===== config.mk =====
export PLATFORM = sky130hd
export DESIGN_NAME = hazard_ctrl
export DESIGN_NICKNAME = d
export VERILOG_FILES = /design/src/rtl/hazard_ctrl_pkg.sv /design/src/rtl/hazard_pipe.sv /design/src/rtl/hazard_ctrl.sv
export SDC_FILE = /design/constraint.sdc
export NUM_CORES = 1
export LEC_CHECK = 0
export ABC_AREA = 1
export CAP_MARGIN = 15
export CELL_PAD_IN_SITES_DETAIL_PLACEMENT = 1
export CELL_PAD_IN_SITES_GLOBAL_PLACEMENT = 1
export CORE_MARGIN = 5
export CORE_UTILIZATION = 33
export CTS_CLUSTER_SIZE = 28
export DETAILED_ROUTE_END_ITERATION = 6
export HOLD_SLACK_MARGIN = 0.02
export MAX_ROUTING_LAYER = met4
export PLACE_DENSITY = 0.95
export SKIP_LAST_GASP = 1
export SYNTH_ARGS = -nofsm -noshare
export SYNTH_HDL_FRONTEND = slang
export SYNTH_HIERARCHICAL = 1
export SYNTH_SLANG_ARGS = --single-unit

===== constraint.sdc =====
create_clock -name clk -period 2.9 [get_ports clk]
set_input_delay 0.725 -clock clk [delete_from_list [all_inputs] [get_ports clk]]
set_output_delay 0.725 -clock clk [all_outputs]
set_load 0.005 [all_outputs]

===== src/rtl/hazard_ctrl_pkg.sv =====
// hazard_ctrl_pkg: opcode constants, forward-select encodings and hazard predicates.
package hazard_ctrl_pkg;
  localparam logic [4:0] OPC_LOAD   = 5'b00000;
  localparam logic [4:0] OPC_STORE  = 5'b01000;
  localparam logic [4:0] OPC_BRANCH = 5'b11000;
  localparam logic [4:0] OPC_JAL    = 5'b11011;
  localparam logic [4:0] OPC_JALR   = 5'b11001;
  localparam logic [4:0] OPC_LUI    = 5'b01101;
  localparam logic [4:0] OPC_AUIPC  = 5'b00101;
  localparam logic [4:0] OPC_OP     = 5'b01100;
  localparam logic [4:0] OPC_OP_IMM = 5'b00100;
  localparam logic [1:0] FWD_RF = 2'b00;
  localparam logic [1:0] FWD_M  = 2'b01;
  localparam logic [1:0] FWD_W  = 2'b10;
  function automatic logic writes_rd(input logic [4:0] op, input logic [4:0] rd);
    return op != OPC_STORE && op != OPC_BRANCH && rd != 5'd0;
  endfunction
  function automatic logic reads_rs1(input logic [4:0] op);
    return op != OPC_LUI && op != OPC_AUIPC && op != OPC_JAL;
  endfunction
  function automatic logic reads_rs2(input logic [4:0] op);
    return op == OPC_OP || op == OPC_STORE || op == OPC_BRANCH;
  endfunction
  // A load still in M has no data yet, so it never sources M forwarding.
  function automatic logic [1:0] fwd_sel(input logic [4:0] rs, input logic [4:0] m_op,
                                         input logic [4:0] m_rd, input logic [4:0] w_op,
                                         input logic [4:0] w_rd);
    return rs == 5'd0 ? FWD_RF :
           (writes_rd(m_op, m_rd) && m_op != OPC_LOAD && m_rd == rs) ? FWD_M :
           (writes_rd(w_op, w_rd) && w_rd == rs) ? FWD_W : FWD_RF;
  endfunction
endpackage


===== src/rtl/hazard_pipe.sv =====
// hazard_pipe: tracks op/rd of the instructions in M and W; never frozen by stall.
module hazard_pipe (
  input  logic       clk,
  input  logic       rst,
  input  logic [4:0] E_op,
  input  logic [4:0] E_rd,
  output logic [4:0] M_op,
  output logic [4:0] M_rd,
  output logic [4:0] W_op,
  output logic [4:0] W_rd
);
  logic [4:0] m_op_q, m_rd_q, w_op_q, w_rd_q;
  logic [4:0] m_op_d, m_rd_d, w_op_d, w_rd_d;
  always_comb begin
    m_op_d = E_op;
    m_rd_d = E_rd;
    w_op_d = m_op_q;
    w_rd_d = m_rd_q;
  end
  always_ff @(posedge clk) begin
    if (rst) begin
      m_op_q <= '0;
      m_rd_q <= '0;
      w_op_q <= '0;
      w_rd_q <= '0;
    end else begin
      m_op_q <= m_op_d;
      m_rd_q <= m_rd_d;
      w_op_q <= w_op_d;
      w_rd_q <= w_rd_d;
    end
  end
  assign M_op = m_op_q;
  assign M_rd = m_rd_q;
  assign W_op = w_op_q;
  assign W_rd = w_rd_q;
endmodule


===== src/rtl/hazard_ctrl.sv =====
// hazard_ctrl: load-use stall, branch flush, E operand forwarding and decode W bypass.
// Define HAZARD_PERF_EN to add 32-bit stall_cnt/flush_cnt performance counters.
module hazard_ctrl
  import hazard_ctrl_pkg::*;
(
  input  logic        clk,
  input  logic        rst,
`ifdef HAZARD_PERF_EN
  output logic [31:0] stall_cnt,
  output logic [31:0] flush_cnt,
`endif
  input  logic [4:0]  D_op,
  input  logic [4:0]  D_rs1,
  input  logic [4:0]  D_rs2,
  input  logic [4:0]  E_op,
  input  logic [4:0]  E_rd,
  input  logic [4:0]  E_rs1,
  input  logic [4:0]  E_rs2,
  input  logic        jb,
  output logic        stall,
  output logic        flush,
  output logic [1:0]  E_rs1_fwd,
  output logic [1:0]  E_rs2_fwd,
  output logic        D_rs1_wbyp,
  output logic        D_rs2_wbyp
);
  logic [4:0] m_op, m_rd, w_op, w_rd;
  logic       load_use;
  hazard_pipe u_pipe (
    .clk  (clk),
    .rst  (rst),
    .E_op (E_op),
    .E_rd (E_rd),
    .M_op (m_op),
    .M_rd (m_rd),
    .W_op (w_op),
    .W_rd (w_rd)
  );
  always_comb begin
    load_use = E_op == OPC_LOAD && E_rd != 5'd0 &&
               ((reads_rs1(D_op) && D_rs1 == E_rd) || (reads_rs2(D_op) && D_rs2 == E_rd));
    stall = load_use && !jb;
    flush = jb;
    E_rs1_fwd = fwd_sel(E_rs1, m_op, m_rd, w_op, w_rd);
    E_rs2_fwd = fwd_sel(E_rs2, m_op, m_rd, w_op, w_rd);
    D_rs1_wbyp = writes_rd(w_op, w_rd) && w_rd == D_rs1;
    D_rs2_wbyp = writes_rd(w_op, w_rd) && w_rd == D_rs2;
  end
`ifdef HAZARD_PERF_EN
  logic [31:0] stall_cnt_q, stall_cnt_d, flush_cnt_q, flush_cnt_d;
  always_comb begin
    stall_cnt_d = stall_cnt_q + {31'd0, stall};
    flush_cnt_d = flush_cnt_q + {31'd0, flush};
  end
  always_ff @(posedge clk) begin
    stall_cnt_q <= rst ? '0 : stall_cnt_d;
    flush_cnt_q <= rst ? '0 : flush_cnt_d;
  end
  assign stall_cnt = stall_cnt_q;
  assign flush_cnt = flush_cnt_q;
`endif
endmodule


==> flow_summary.toml, run 1 <==
[floorplanning]
ios = 46
initial_core_util_pct = 33.64
die_height_um = 73.40
die_w_um = 73.40
core_um2 = 3943
rows = 23
die-area_um2 = 5387

[power_and_ir_drop]
power_mw = 0.6348
ir_drop_mv = 0.1849
combinationalPowerShare_pct = 26.5
switching_share_pct = 28.46
power.internal_mw = 0.4542
clkPwrFrac_pct = 28.0
powerDensity_nw_per_um2 = 341.4
power_frac_seq_pct = 45.5
power.switching_mw = 0.1806
leakage_nw = 0.9858

[setup_path]
r2r_start = "u_pipe/M_rd[1]$_SDFF_PP0_"
timing.rr.end = "u_pipe/W_rd[1]$_SDFF_PP0_"
max_stage_delay_ns = 0.50
cp_top_family = "buffers and inverters"
path_depth = 9
cp_slowest_cell = "clkdlybuf4s50_1"
cp-endpoint = "E_rs2_fwd[1]"
worstPathMaxFanout = 3
critPathKind = "primary input to output pin"
cp-start-kind = "primary input"
reg2reg_slack_ns = 2.19
cpMostUsedCell = "nand2_1"
crit_chain = "clkdlybuf4s50_1, nand2_1, nand2_1, nand2_1, nor2_1, nand2_1, nor2_2, nor2_1, dlygate4sd2_1"
cp.buffers_inverters = 2
r2r_cells = 2
cp.arrival_ns = 2.03
worstSetupStartpoint = "E_rs2[4]"
end_kind = "output pin"
cp.required_ns = 2.17

[drt]
drc = 0
wirelength_um = 4109
drt_iter0_markers = 58
first_pass_iters = 4
antenna_left = 0
via_per_inst = 4.484
num_vias = 1381
post_drt_wl_per_cell_um = 13.34

[clock_network]
clock_latency_ns = 0.25
post-cts-setup-buffers = 0
clockBufferDepth = 2
cts_buffers = 3
clkTransAtPathRegs_ns = 0.07
cts.htree.levels = 1
cts_tree = "done"
numClockSinks = 19
cts_hold_buf = 0
cts_root_buffer = "clkbuf_8"

[sta]
drv_slew = 0
rsz0062_at_grt = "false"
tns_ns = 0
worst_slew_pin_slew_ns = 0.6236
post-route-min-period_ns = 2.754
skew_ns = 0.001918
holdWs_ns = 0.4333
maxSlewHeadroom_pct = 58.30
fin_crit_sh_pct = 94.98
final_hold_viol_count = 0
finalSetupViolCount = 0
fmaxAchievable_mhz = 363.1

[finish]
diodes = 0
final_layout_size_suffix_gt1_share_pct = 8.140
nets = 297
multi_input_area_um2 = 726.9
syn2layout_area_growth_pct = 40.19
mostFrequentLayoutCell = "nand2_1"
stdcell_count = 308
fillCellCount = 527
seq_area_um2 = 380.4
mostFrequentLayoutCells = "nand2_1 (49), inv_1 (41), nor2_1 (38), dlygate4sd2_1 (26)"
fin_area_um2 = 1859

[synth]
syn_inst = 209
synth_nets = 247
syn_avg_cell_area_um2 = 6.346
synth_warnings = 6
synth_area_um2 = 1326

[place]
place_area_um2 = 1819
port-buffer-count = 45
gp_congestion = 0.8132
dp.cells = 304
dpl.hpwl_um = 3507

[global_route]
grt_use_total_pct = 16.61
grt_pass1_wl_um = 6775
grt_pass1_vias = 1533
grt.overflow.total = 0
antenna_found_initial = 0
grt_start_max_net_pins = 20

[worst_hold_path]
hold_path_class = "flip-flop to flip-flop"

[job]
cap_viol_max_count = 0

[run_status]
status = "finished, final reports clean"
[worst min path at each step]
stage / startpoint / endpoint / slack (ns) / cells past startpoint
after detailed placement: u_pipe/M_op[0]$_SDFF_PP0_ / u_pipe/W_op[0]$_SDFF_PP0_ / 0.42 / 2
after global placement: u_pipe/M_op[1]$_SDFF_PP0_ / u_pipe/W_op[1]$_SDFF_PP0_ / 0.41 / 2
after floorplan: u_pipe/M_op[2]$_SDFF_PP0_ / u_pipe/W_op[2]$_SDFF_PP0_ / 0.40 / 2
after CTS: u_pipe/M_op[1]$_SDFF_PP0_ / u_pipe/W_op[1]$_SDFF_PP0_ / 0.43 / 2
after global routing: u_pipe/M_op[3]$_SDFF_PP0_ / u_pipe/W_op[3]$_SDFF_PP0_ / 0.45 / 2
final: u_pipe/M_op[3]$_SDFF_PP0_ / u_pipe/W_op[3]$_SDFF_PP0_ / 0.43 / 2
[routing by layer]
layer | global-route usage (%) | part of all wire, %
met1 | 17.88 | 41
met2 | 32.37 | 53
met3 | 1.231 | 4.9
met4 | 4.225 | 1.6
met5 | - | 0
[cell type report]
cell class | count | area share [%]
Multi-Input combinational cell | 140 | 39.10
Timing Repair Buffer | 53 | 26.11
Sequential cell | 19 | 20.46
Inverter | 42 | 8.479
Tap cell | 50 | 3.365
Clock buffer | 3 | 2.221
Clock inverter | 1 | 0.2692
[sequential cells by signal, indices dropped and copies added (netlist names)]
register / cells
u_pipe/M_rd: 5
u_pipe/M_op: 5
u_pipe/W_op: 4
u_pipe/W_rd: 5
[worst min-delay path: stages (launching register included)]
cell	delay [ns]
dfxtp_1	0.31
inv_1	0.05
nor2_1	0.03
[power by group through the flow]
stage               registers, mW  clock network [mW]  logic [mW]
floorplan                   0.286                   0      0.0928
global placement            0.293                   0       0.167
detailed placement          0.295                   0       0.178
CTS                         0.289               0.182       0.170
global route                0.291               0.195       0.188
finish                      0.289               0.178       0.168
[per-stage QoR]
stage	worst slack [ns]	util (%)
floorplan	0.9612	-
global placement	-0.1650	46.14
detailed placement	-0.2042	46.14
CTS	-0.08761	46.97
global route	0.03034	47.16
finish	0.1456	47.16
[what timing repair did]
item                                    4_1_cts  5_1_grt
gates resized for setup                      31        3
pin swaps                                     2        1
hold endpoints to repair                      0        0
endpoints found under the setup margin        7        3
Note: power is estimated with default switching activity, not from simulation.
==> inputs of run 2 (changes only) <==
--- a/config.mk
+++ b/config.mk
@@ -10,7 +10,8 @@
 export CELL_PAD_IN_SITES_DETAIL_PLACEMENT = 1
 export CELL_PAD_IN_SITES_GLOBAL_PLACEMENT = 1
 export CORE_MARGIN = 5
-export CORE_UTILIZATION = 33
+export CORE_UTILIZATION = 34
+export CTS_BUF_LIST = sky130_fd_sc_hd__clkbuf_8
 export CTS_CLUSTER_SIZE = 28
 export DETAILED_ROUTE_END_ITERATION = 6
 export HOLD_SLACK_MARGIN = 0.02
==> constraint.sdc (replaced) <==
create_clock -name clk -period 2.9 [get_ports clk]
set_input_delay 0.725 -clock clk [delete_from_list [all_inputs] [get_ports clk]]
set_output_delay 0.725 -clock clk [all_outputs]
set_load 0.02 [all_outputs]
==> flow_summary.toml, run 2 (same netlist as run 1, synthesis figures left out) <==
[run_status]
status = "finished, final reports clean"

[drt]
via_per_inst = 4.459
num_vias = 1351
antenna_left = 0
drc = 0
wirelength_um = 3953
drt_iter0_markers = 33
first_pass_iters = 4
post_drt_wl_per_cell_um = 13.05

[sta]
fin_crit_sh_pct = 96.73
final_hold_viol_count = 0
rsz0062_at_grt = "true"
fmaxAchievable_mhz = 356.5
drv_slew = 0
holdWs_ns = 0.4331
finalWorstSetupSlack_ns = 0.09482
worst_slew_pin_slew_ns = 0.6108
maxSlewHeadroom_pct = 59.15
finalSetupViolCount = 0
post-route-min-period_ns = 2.805
skew_ns = 0.001006

[finish]
syn2layout_area_growth_pct = 37.74
nets = 294
mostFrequentLayoutCells = "nand2_1 (49), inv_1 (41), nor2_1 (40), clkdlybuf4s50_1 (38)"
diodes = 0
final_layout_size_suffix_gt1_share_pct = 5.882
final_util_pct = 49.16
fin_area_um2 = 1827
mostFrequentLayoutCell = "nand2_1"
fillCellCount = 511

[setup_path]
cp_top_family = "buffers and inverters"
critPathKind = "primary input to output pin"
worstSetupStartpoint = "D_rs2[4]"
crit_chain = "clkdlybuf4s50_1, buf_4, xor2_1, nor3_1, dlygate4sd2_1"
r2r_cells = 2
reg2reg_slack_ns = 2.23
timing.rr.end = "u_pipe/W_rd[1]$_SDFF_PP0_"
cp-start-kind = "primary input"
cp.arrival_ns = 2.08
cp.required_ns = 2.17
end_kind = "output pin"
worstPathMaxFanout = 3
cp.buffers_inverters = 3
max_stage_delay_ns = 0.48
cp_slowest_cell = "clkdlybuf4s50_1"
r2r_start = "u_pipe/M_rd[1]$_SDFF_PP0_"

[worst_hold_path]
worstHoldStart = "u_pipe/M_op[2]$_SDFF_PP0_"
hold_path_class = "flip-flop to flip-flop"
holdPathEnd = "u_pipe/W_op[2]$_SDFF_PP0_"
holdPathStages = 2

[clock_network]
clkTransAtPathRegs_ns = 0.07
cts_tree = "done"
clockBufferDepth = 2
numClockSinks = 19
cts_root_buffer = "clkbuf_8"
cts_buffers = 3
clock_latency_ns = 0.26
post-cts-setup-buffers = 0
cts.htree.levels = 1

[global_route]
grt_start_max_net_pins = 20
grt_pass1_wl_um = 6548
grt_use_total_pct = 16.44
grt.overflow.total = 0
grt_pass1_vias = 1464
antenna_found_initial = 0

[place]
gp_congestion = 0.7961
dpl.hpwl_um = 3422
place_worst_setup_slack_ns = -0.2786
port-buffer-count = 45
place_area_um2 = 1794

[job]
cap_viol_max_count = 0

[floorplanning]
die_w_um = 72.46
die_height_um = 72.46
initial_core_util_pct = 35.69
die-area_um2 = 5250
rows = 22
ios = 46
core_um2 = 3716

[power_and_ir_drop]
powerDensity_nw_per_um2 = 353.4
ir_drop_mv = 0.2485
power_mw = 0.6456
leakage_nw = 0.8948
-- run 2: where the power goes --
group / internal (mW) / switching (mW)
registers: 0.273 / 0.0147
logic: 0.0934 / 0.0800
clock network: 0.0956 / 0.0885
-- run 2: cell type report --
type | count | area (um^2) | area share (%)
Clock inverter | 1 | 5.005 | 0.2740
Tap cell | 48 | 60.06 | 3.288
Sequential cell | 19 | 380.4 | 20.82
Inverter | 42 | 157.7 | 8.630
Clock buffer | 3 | 41.29 | 2.260
Multi-Input combinational cell | 140 | 708.2 | 38.77
Timing Repair Buffer | 50 | 474.2 | 25.96
-- run 2: layer usage --
| layer | up-vias | track usage [%] | part of all wire [%] |
|---|---|---|---|
| li1 | 697 | - | - |
| met1 | 623 | 18.40 | 43 |
| met2 | 29 | 31.45 | 53 |
| met3 | 2 | 1.247 | 3.6 |
| met4 | 0 | 3.689 | 0.66 |
| met5 | - | - | 0 |
-- run 2: stage by stage --
step,std cells,TNS [ns]
final,303,0
after global placement,299,-1.103
after CTS,303,-0.001917
after global routing,303,-0.01784
after floorplan,209,0
after detailed placement,299,-1.325
-- run 2: tightest hold or removal path, delay by kind of cell, from the launching register on --
family | cells | cell delay [ns]
flip-flops | 1 | 0.32
AND/OR/NAND/NOR | 1 | 0.03
buffers and inverters | 1 | 0.05
-- run 2: how the worst max path moves through the flow --
| stage | end | depth (start not counted) |
|---|---|---|
| after global routing | stall | 9 |
| after global placement | stall | 8 |
| after floorplan | E_rs2_fwd[1] | 8 |
| after CTS | stall | 7 |
| after detailed placement | stall | 7 |
| final | D_rs2_wbyp | 5 |
-- run 2: repair_timing --
action / 4_1_cts / 5_1_grt
setup endpoints to repair: 7 / 4
gates resized for setup: 7 / 6
hold buffers: 0 / 0
